**config.mk**
```make
export PLATFORM = sky130hd
export DESIGN_NAME = iter_div_unit_flat
export DESIGN_NICKNAME = d
export VERILOG_FILES = /design/src/rtl/iter_div_unit_if.sv /design/src/rtl/iter_div_unit.sv /design/src/flat_wrapper.sv
export SDC_FILE = /design/constraint.sdc
export NUM_CORES = 1
export LEC_CHECK = 0
export CAP_MARGIN = 20
export CORE_MARGIN = 3
export CORE_UTILIZATION = 45
export DETAILED_ROUTE_END_ITERATION = 7
export PLACE_DENSITY = 0.66
export SLEW_MARGIN = 20
export SYNTH_ARGS = -nofsm -noshare
export SYNTH_HDL_FRONTEND = slang
export SYNTH_SLANG_ARGS = --single-unit
```
**constraint.sdc**
```tcl
create_clock -name i_clk -period 14.3 [get_ports i_clk]
set_input_delay 4.29 -clock i_clk [delete_from_list [all_inputs] [get_ports i_clk]]
set_output_delay 4.29 -clock i_clk [all_outputs]
set_load 0.03 [all_outputs]
```
**src/rtl/iter_div_unit_if.sv**
```systemverilog
// Operand/result handshake bundle between the execute stage and the iterative divider.
// slave = divider side, master = pipeline side.
interface iter_div_unit_if #(
    parameter int WIDTH = 32
);
    logic             in_valid;
    logic             in_ready;
    logic [WIDTH-1:0] A;
    logic [WIDTH-1:0] B;
    logic [2:0]       funct;
    logic             out_valid;
    logic             out_ready;
    logic [WIDTH-1:0] Out;

    modport slave (
        input  in_valid, A, B, funct, out_ready,
        output in_ready, out_valid, Out
    );

    modport master (
        output in_valid, A, B, funct, out_ready,
        input  in_ready, out_valid, Out
    );
endinterface

```
**src/rtl/iter_div_unit.sv**
```systemverilog
// RV32M DIV/DIVU/REM/REMU, restoring radix-2: WIDTH CALC cycles, 1 cycle for /0 and overflow.
// Accepts only in IDLE; result held in DONE until out_ready. Optional ITER_DIV_FLUSH_EN adds i_flush.
module iter_div_unit #(
    parameter int WIDTH = 32,
    parameter int CNT_W = 6
) (
    input  logic i_clk,
    input  logic i_rst,
`ifdef ITER_DIV_FLUSH_EN
    input  logic i_flush,
`endif
    iter_div_unit_if.slave bus
);

    typedef enum logic [1:0] {S_IDLE, S_CALC, S_DONE} state_t;

    state_t           r_state, w_state_nxt;
    logic [CNT_W-1:0] r_cnt;
    logic [WIDTH-1:0] r_rem, r_quo, r_div, r_out;
    logic             r_is_rem, r_q_neg, r_r_neg;

    logic             w_flush;
    logic             w_signed, w_is_rem, w_a_neg, w_b_neg;
    logic [WIDTH-1:0] w_a_mag, w_b_mag, w_special_res;
    logic             w_b_zero, w_ovf, w_special, w_accept;
    logic [WIDTH:0]   w_shift, w_diff;
    logic [WIDTH-1:0] w_rem_nxt, w_quo_nxt, w_calc_res;
    logic             w_last;

`ifdef ITER_DIV_FLUSH_EN
    assign w_flush = i_flush;
`else
    assign w_flush = 1'b0;
`endif

    // funct[0]=1 selects unsigned, funct[1]=1 selects remainder
    assign w_signed = ~bus.funct[0];
    assign w_is_rem = bus.funct[1];
    assign w_a_neg  = w_signed & bus.A[WIDTH-1];
    assign w_b_neg  = w_signed & bus.B[WIDTH-1];
    assign w_a_mag  = w_a_neg ? -bus.A : bus.A;
    assign w_b_mag  = w_b_neg ? -bus.B : bus.B;

    assign w_b_zero  = (bus.B == '0);
    assign w_ovf     = w_signed & (bus.A == {1'b1, {(WIDTH-1){1'b0}}}) & (&bus.B);
    assign w_special = w_b_zero | w_ovf;
    assign w_special_res = w_is_rem ? (w_b_zero ? bus.A : '0)
                                    : (w_b_zero ? '1    : bus.A);

    // funct[2] marks an M-extension divide op; other encodings are never issued
    assign w_accept = (r_state == S_IDLE) & bus.in_valid & bus.funct[2] & ~w_flush;

    assign w_shift   = {r_rem, r_quo[WIDTH-1]};
    assign w_diff    = w_shift - {1'b0, r_div};
    assign w_rem_nxt = w_diff[WIDTH] ? w_shift[WIDTH-1:0] : w_diff[WIDTH-1:0];
    assign w_quo_nxt = {r_quo[WIDTH-2:0], ~w_diff[WIDTH]};
    assign w_last    = (r_cnt == CNT_W'(WIDTH-1));

    assign w_calc_res = r_is_rem ? (r_r_neg ? -w_rem_nxt : w_rem_nxt)
                                 : (r_q_neg ? -w_quo_nxt : w_quo_nxt);

    always_ff @(posedge i_clk or posedge i_rst) begin
        if (i_rst) r_state <= S_IDLE;
        else       r_state <= w_state_nxt;
    end

    always_comb begin
        w_state_nxt = r_state;
        case (r_state)
            S_IDLE: if (w_accept)      w_state_nxt = w_special ? S_DONE : S_CALC;
            S_CALC: if (w_last)        w_state_nxt = S_DONE;
            S_DONE: if (bus.out_ready) w_state_nxt = S_IDLE;
            default:                   w_state_nxt = S_IDLE;
        endcase
        if (w_flush) w_state_nxt = S_IDLE;
    end

    always_ff @(posedge i_clk or posedge i_rst) begin
        if (i_rst) begin
            r_cnt    <= '0;
            r_rem    <= '0;
            r_quo    <= '0;
            r_div    <= '0;
            r_out    <= '0;
            r_is_rem <= 1'b0;
            r_q_neg  <= 1'b0;
            r_r_neg  <= 1'b0;
        end else if (w_accept) begin
            r_cnt    <= '0;
            r_rem    <= '0;
            r_quo    <= w_a_mag;
            r_div    <= w_b_mag;
            r_is_rem <= w_is_rem;
            r_q_neg  <= (w_a_neg ^ w_b_neg) & ~w_b_zero;
            r_r_neg  <= w_a_neg;
            if (w_special) r_out <= w_special_res;
        end else if (r_state == S_CALC && !w_flush) begin
            r_rem <= w_rem_nxt;
            r_quo <= w_quo_nxt;
            r_cnt <= r_cnt + CNT_W'(1);
            if (w_last) r_out <= w_calc_res;
        end
    end

    assign bus.in_ready  = (r_state == S_IDLE);
    assign bus.out_valid = (r_state == S_DONE);
    assign bus.Out       = r_out;

endmodule

```
**src/flat_wrapper.sv**
```systemverilog
// flat-port wrapper written by rule: the top's interface ports become plain ports
module iter_div_unit_flat 
#(
    parameter int WIDTH = 32,
    parameter int CNT_W = 6
)
  (i_clk, i_rst, bus_in_valid, bus_A, bus_B, bus_funct, bus_out_ready, bus_in_ready, bus_out_valid, bus_Out);
  iter_div_unit_if #(.WIDTH(WIDTH)) bus_i ();
  input  logic i_clk;
  input  logic i_rst;
  input wire logic [$bits(bus_i.in_valid)-1:0] bus_in_valid;
  input wire logic [$bits(bus_i.A)-1:0] bus_A;
  input wire logic [$bits(bus_i.B)-1:0] bus_B;
  input wire logic [$bits(bus_i.funct)-1:0] bus_funct;
  input wire logic [$bits(bus_i.out_ready)-1:0] bus_out_ready;
  output wire logic [$bits(bus_i.in_ready)-1:0] bus_in_ready;
  output wire logic [$bits(bus_i.out_valid)-1:0] bus_out_valid;
  output wire logic [$bits(bus_i.Out)-1:0] bus_Out;
  assign bus_i.in_valid = bus_in_valid;
  assign bus_i.A = bus_A;
  assign bus_i.B = bus_B;
  assign bus_i.funct = bus_funct;
  assign bus_i.out_ready = bus_out_ready;
  assign bus_in_ready = bus_i.in_ready;
  assign bus_out_valid = bus_i.out_valid;
  assign bus_Out = bus_i.Out;
  iter_div_unit #(.WIDTH(WIDTH), .CNT_W(CNT_W)) u_core (.i_clk(i_clk), .i_rst(i_rst), .bus(bus_i));
endmodule
```
==> summary.md, run 1 <==
| Metric | Value |
|---|---|
| Status | finished, final reports clean |
| Clk sinks | 139 |
| Critical path class | input pin to flip-flop |
| Post-CTS Resized | 0 |
| Final slew viol count | 0 |
| Worst reg2reg path endpoint | u_core.bus.Out[28]$_DFFE_PP0P_ |
| CP max FO | 11 |
| Clock Path Buffers | 2 |
| CTS root buf | clkbuf_16 |
| Primary FF master, synth | dfrtp_1 |
| Initial core utilization | 0.462 |
| Vias after detailed routing | 11,800 |
| Synth warnings | 0 |
| Hold_buf cts | 0 |
| Worst-path clk slew | 0.07 ns |
| Initial antenna violation count | 0 |
| Buffers & Inverters on Critical Path | 2 |
| Sequential area share after synthesis | 0.295 |
| WHS | 0.480 ns |
| Antenna viol nets, final | 0 |
| Grt total ovfl | 0 |
| CP required | 14.66 ns |
| Finished Cell Area | 13,600 sq um |
| Max transition margin | 0.275 |
| Core area | 25,500 sq um |
| H-tree levels | 4 |
| Net count, final | 1,652 |
| Area Growth Syn to Fin | 15.5% |
| Final min period | 7.66 ns |
| First-pass detailed-route iteration total | 6 |
| GPL Wtd Cong | 0.944 |
| Most frequent cells in the layout | 173 x o21ai_0, 151 x nand2_1, 139 x dfrtp_1 |
| Vias in the first global route | 11,100 |
| Synth unique cells | 92 |
| Largest net degree at the start of global routing | 83 |
| # Post-CTS Setup Buffers | 0 |
| Critical-path cell list | clkdlybuf4s50_1 > or4_1 > nor3_2 > and2_1 > nand3_1 > or3_1 > nor2_1 > buf_4 > a21oi_1 > nor2_1 > a211oi_1 > o311a_1 > a31oi_1 |
| Critical path's largest stage delay | 0.65 ns |
| Setup Viol. Count Final | 0 |
| Avg WL per Cell | 20.8 um |
| Post-synth EDFFs | 0 |
| CTS Buf Count | 17 |
| First DRT Iteration DRCs | 1,146 |
| Worst setup SP type | input pin |
| Total track usage | 0.273 |
| IO buf count | 104 |
| Worst r2r path cells | 22 |
| Detailed-route DRC error count | 0 |
| Clock skew | 0.0141 ns |
| Most used cell, CP | nor2_1 |
| Min-Delay Path Class | flip-flop to flip-flop |
| Crit-path slowest cell | or3_1 |
| Delay-heaviest family, CP | simple AND/OR/NAND/NOR gates |
| CTS tree | yes |
| First-pass GRT wire length | 62,000 um |
| Total die area | 28,100 sq um |
| Cells after Synth | 1,491 |
| Synth Register Bits | 139 |
| FMAX | 0.131 GHz |
| Post-synth net total | 1,601 |
| HPWL after DPL | 29,900 um |
| Setup TNS | 0 ns |
| Die W | 168 um |
| Worst-Margin Slew | 1.09 ns |
| Worst setup EP type | flip-flop |
| Crit. path cell count | 13 |
| Post-synthesis cell area | 11,800 sq um |
| Row cnt | 58 |
| DP Area | 13,000 sq um |
| Avg Inst Size Synth | 7.90 sq um |
| End-of-flow core utilization | 0.534 |
| Fraction of layout cells with a size suffix above 1 | 0.0559 |
| Crit path from | bus_B[8] |
| Die height | 168 um |
| I/O pin total | 105 |
| Register-to-Register Setup Slack | 7.89 ns |
| Clk_lat worst skew | 0.44 ns |
| Arrival time worst endpoint | 8.02 ns |
| Commonest non-fill, non-tap cell in the layout | o21ai_0 |
| Last element of the critical path | u_core.bus.Out[31]$_DFFE_PP0P_ |
| FFs w/ async S/R, synth | 1.00 |
| Hold Fails Final Rpt | 0 |
| Crit share post-route | 0.536 |
| Number of max-cap violations | 0 |
| RSZ-0062 raised after global routing | no |
| # diodes | 0 |
| FF-to-FF Start | u_core.r_quo[31]$_DFFE_PP0P_ |
| Via density | 6.28 |
| Post-Route WL | 39,300 um |
==> flip-flops by register name (all words and copies together) (netlist names) <==
name,flops
u_core.r_r_neg,1
u_core.r_rem,32
u_core.r_quo,32
u_core.r_state,2
u_core.r_div,32
u_core.bus.Out,32
u_core.r_cnt,6
u_core.r_is_rem,1
u_core.r_q_neg,1
==> per-layer routing <==
| metal | routed length (um) | GRT usage |
|---|---|---|
| met1 | 17900 | 0.395 |
| met3 | 2700 | 0.0439 |
| met5 | 0 | 0 |
| met4 | 1380 | 0.0953 |
| met2 | 17300 | 0.414 |
==> cell usage after synthesis (20+ instances only) <==
library cell	instances	area, sq um
clkbuf_1	56	210
dfrtp_1	139	3480
a21oi_1	98	490
nand4_1	26	163
nand2_1	151	567
xor2_1	59	517
o31ai_1	32	240
nand3_1	55	275
nor2_1	105	394
ha_1	38	475
mux2i_1	24	240
xnor2_1	80	701
a22oi_1	32	240
o21ai_0	173	866
buf_2	20	100
nor3_1	38	190
inv_1	57	214
==> worst min-delay path by stage <==
stage                            startpoint                      endpoint  slack [ns]  cells after the start
2_1_floorplan  u_core.r_div[10]$_DFFE_PP0P_  u_core.r_div[10]$_DFFE_PP0P_        0.45                      2
5_1_grt        u_core.r_div[25]$_DFFE_PP0P_  u_core.r_div[25]$_DFFE_PP0P_        0.51                      2
3_3_place_gp   u_core.r_div[29]$_DFFE_PP0P_  u_core.r_div[29]$_DFFE_PP0P_        0.46                      2
6_report       u_core.r_div[11]$_DFFE_PP0P_  u_core.r_div[11]$_DFFE_PP0P_        0.48                      2
4_1_cts        u_core.r_div[11]$_DFFE_PP0P_  u_core.r_div[11]$_DFFE_PP0P_        0.49                      2
3_5_place_dp   u_core.r_div[11]$_DFFE_PP0P_  u_core.r_div[11]$_DFFE_PP0P_        0.47                      2
==> kinds of logic (layout without fill, tap and decap cells) <==
logic type | after synthesis | count (layout) | synth area share
mux | 27 | 27 | 0.0235
fa+ha+maj | 44 | 44 | 0.0463
flops | 139 | 139 | 0.295
xor+xnor | 139 | 139 | 0.103
buf+inv | 143 | 207 | 0.0488
compound gates | 515 | 515 | 0.283
simple gates | 484 | 484 | 0.199
==> through the flow <==
step	instances	setup WS [ns]
after floorplan	1491	6.29
after CTS	1884	6.48
after global placement	1852	6.23
after global routing	1885	6.34
final	1885	6.64
after detailed placement	1852	6.04
==> worst register-to-register path, stage by stage (launching register included) <==
cell     delay, ns
dfrtp_1       0.38
inv_1         0.09
ha_1          0.22
fa_1          0.42
nor2b_1       0.24
o31a_1        0.31
o21ai_2       0.15
a31oi_1       0.38
o21a_2        0.33
nor2_4        0.06
buf_4         0.29
inv_2         0.78
nor2_1        0.10
a21oi_1       0.28
ha_1          0.31
nand2_1       0.09
or3_1         0.37
nor4b_1       0.47
a21oi_1       0.20
nor2_1        0.24
a41oi_1       0.16
xor2_1        0.30
o31ai_2       0.09
==> area by class of cell <==
| type | instances | area [sq um] |
|---|---|---|
| clock inverter | 14 | 153 |
| inverter | 59 | 226 |
| clock buffer | 18 | 439 |
| timing repair buffer | 116 | 1130 |
| sequential | 139 | 3480 |
| fill | 2412 | 11900 |
| multi-input combinational | 1209 | 7750 |
| tap | 330 | 413 |
Power of run 1 is not shown: default switching activity piles up to over one toggle a cycle in this logic, so the estimate is an artifact.
==> run 2, diff against run 1 <==
==> constraint.sdc (replaced) <==
create_clock -name i_clk -period 7.8 [get_ports i_clk]
set_input_delay 2.34 -clock i_clk [delete_from_list [all_inputs] [get_ports i_clk]]
set_output_delay 2.34 -clock i_clk [all_outputs]
set_load 0.03 [all_outputs]
==> run 2 against run 1 <==
Net effect:
- via count barely moved
- non-clock buffer count rose by 1
- cell count barely moved
- first-iteration DRC count rose by 3.8%
- critical path type unchanged
- die area did not move
- clock skew rose by 0.0014 ns
- highest routed layer is now met5
- flip-flop and latch count did not move
- clock-buffer cell count did not move
- design area barely moved
==> summary.md, run 2 (same netlist as run 1, synthesis figures left out) <==
| Metric | Value |
|---|---|
| Crit-path slowest cell | or3_1 (unchanged) |
| Clk sinks | 139 (unchanged) |
| I/O pin total | 105 (unchanged) |
| Critical path's largest stage delay | 0.65 ns (about the same) |
| Initial antenna violation count | 1 (was 0) |
| Post-Route WL | 38,900 um (was 39,300 um) |
| Antenna viol nets, final | 0 (unchanged) |
| Area Growth Syn to Fin | 15.5% (about the same) |
| Final slew viol count | 0 (unchanged) |
| Placed insts | 1,854 (was 1,852) |
| Setup TNS | 0 ns (unchanged) |
| Net count, final | 1,653 (was 1,652) |
| Worst-path clk slew | 0.06 ns (was 0.07 ns) |
| Total die area | 28,100 sq um (unchanged) |
| # Post-CTS Setup Buffers | 0 (unchanged) |
| Vias in the first global route | 10,900 (was 11,100) |
| Die W | 168 um (unchanged) |
| Most frequent cells in the layout | 173 x o21ai_0, 151 x nand2_1, 139 x dfrtp_1 (unchanged) |
| HPWL after DPL | 30,000 um (was 29,900 um) |
| CP required | 8.15 ns (was 14.66 ns) |
| First-pass GRT wire length | 61,200 um (was 62,000 um) |
| Crit share post-route | 0.724 |
| Total track usage | 0.269 (was 0.273) |
| Initial core utilization | 0.462 (unchanged) |
| First DRT Iteration DRCs | 1,190 (was 1,146) |
| DP Area | 13,000 sq um (about the same) |
| Die height | 168 um (unchanged) |
| H-tree levels | 4 (unchanged) |
| Largest net degree at the start of global routing | 92 (was 83) |
| Clock skew | 0.0156 ns (was 0.0141 ns) |
| Worst setup EP type | flip-flop (unchanged) |
| CTS Buf Count | 17 (unchanged) |
| Post-CTS Resized | 0 (unchanged) |
| Hold Fails Final Rpt | 0 (unchanged) |
| Fraction of layout cells with a size suffix above 1 | 0.0572 (was 0.0559) |
| Clock Path Buffers | 2 (unchanged) |
| Min-Delay Path Class | flip-flop to flip-flop (unchanged) |
| Avg WL per Cell | 20.6 um (was 20.8 um) |
| Status | finished, final reports clean (unchanged) |
| CTS root buf | clkbuf_16 (unchanged) |
| Worst-Margin Slew | 1.11 ns (was 1.09 ns) |
| Via density | 6.28 (about the same) |
| CP max FO | 17 (was 11) |
| Max transition margin | 0.258 (was 0.275) |
| Hold_buf cts | 0 (unchanged) |
| Worst setup SP type | input pin (unchanged) |
| FMAX | 0.177 GHz |
| Detailed-route DRC error count | 0 (unchanged) |
| IO buf count | 104 (unchanged) |
| # diodes | 0 (unchanged) |
| Vias after detailed routing | 11,800 (about the same) |
| Core area | 25,500 sq um (unchanged) |
| Register-to-Register Setup Slack | 2.15 ns (was 7.89 ns) |
| Clk_lat worst skew | 0.44 ns (about the same) |
| WHS | 0.482 ns (was 0.480 ns) |
| Row cnt | 58 (unchanged) |
| RSZ-0062 raised after global routing | no (unchanged) |
| GPL Wtd Cong | 0.958 (was 0.944) |
| Finished Cell Area | 13,600 sq um (about the same) |
| Grt total ovfl | 0 (unchanged) |
| Setup Viol. Count Final | 0 (unchanged) |
| Critical path class | input pin to flip-flop (unchanged) |
| Critical-path cell list | clkdlybuf4s50_1 > or4_1 > nor3_2 > and2_1 > nand3_1 > or3_1 > nor2_2 > a21oi_1 > nor2_1 > a211oi_1 > o311a_1 > a31oi_1 (was clkdlybuf4s50_1 > or4_1 > nor3_2 > and2_1 > nand3_1 > or3_1 > nor2_1 > buf_4 > a21oi_1 > nor2_1 > a211oi_1 > o311a_1 > a31oi_1) |
| Commonest non-fill, non-tap cell in the layout | o21ai_0 (unchanged) |
| CTS tree | yes (unchanged) |
| Number of max-cap violations | 0 (unchanged) |
| Arrival time worst endpoint | 6.00 ns (was 8.02 ns) |
| Final non-filler cell total | 1,886 (was 1,885) |
| Final min period | 5.65 ns |
| Fillers | 2,428 (was 2,412) |
| First-pass detailed-route iteration total | 7 (was 6) |
## run 2: cell types whose count changed in the layout (fill, tap and decap cells not counted)
cell and delta:
nor2_1 -1, clkinv_8 -1, inv_6 +2, buf_4 +1
clkinvlp_4 +1, inv_8 +1, clkinv_4 -3, nor2_2 +1
## run 2: final cells by class
class | instances | area, sq um | area share
Tap cell | 330 | 413 | 0.0304
Timing Repair Buffer | 117 | 1140 | 0.0837
Clock inverter | 14 | 146 | 0.0108
Inverter | 59 | 226 | 0.0167
Sequential cell | 139 | 3480 | 0.256
Clock buffer | 18 | 439 | 0.0323
Multi-Input combinational cell | 1209 | 7750 | 0.570
## run 2: metrics by stage
stage	worst slack, ns	util
CTS	1.96	0.534
global placement	1.66	0.511
detailed placement	1.53	0.511
finish	2.15	0.534
global route	1.82	0.534
floorplan	1.74	-
## run 2: final timing paths
path | from | depth (start not counted) | endpoint
hold reg to reg | u_core.r_div[5]$_DFFE_PP0P_ | 2 | u_core.r_div[5]$_DFFE_PP0P_
hold / removal | u_core.r_div[5]$_DFFE_PP0P_ | 2 | u_core.r_div[5]$_DFFE_PP0P_
setup reg to reg | u_core.r_quo[31]$_DFFE_PP0P_ | 22 | u_core.bus.Out[30]$_DFFE_PP0P_
min in group asynchronous | i_rst | 2 | u_core.r_cnt[5]$_DFFE_PP0P_
max in group asynchronous | i_rst | 3 | u_core.r_quo[20]$_DFFE_PP0P_
setup / recovery | bus_B[9] | 12 | u_core.bus.Out[31]$_DFFE_PP0P_
## run 2: metal layers
layer,global-route usage,routed length [um],up-vias
met2,0.415,17600,535
met1,0.394,17500,5640
li1,-,-,5597
met3,0.0406,2890,64
met4,0.0772,950,2
met5,0,13,-
## run 2: worst max-delay path: cells and delay by family
kind	cells	cell delay (ns)
simple gates	7	2.68
compound gates	4	0.50
buf+inv	1	0.49
Power of run 2 is left out for the same reason.
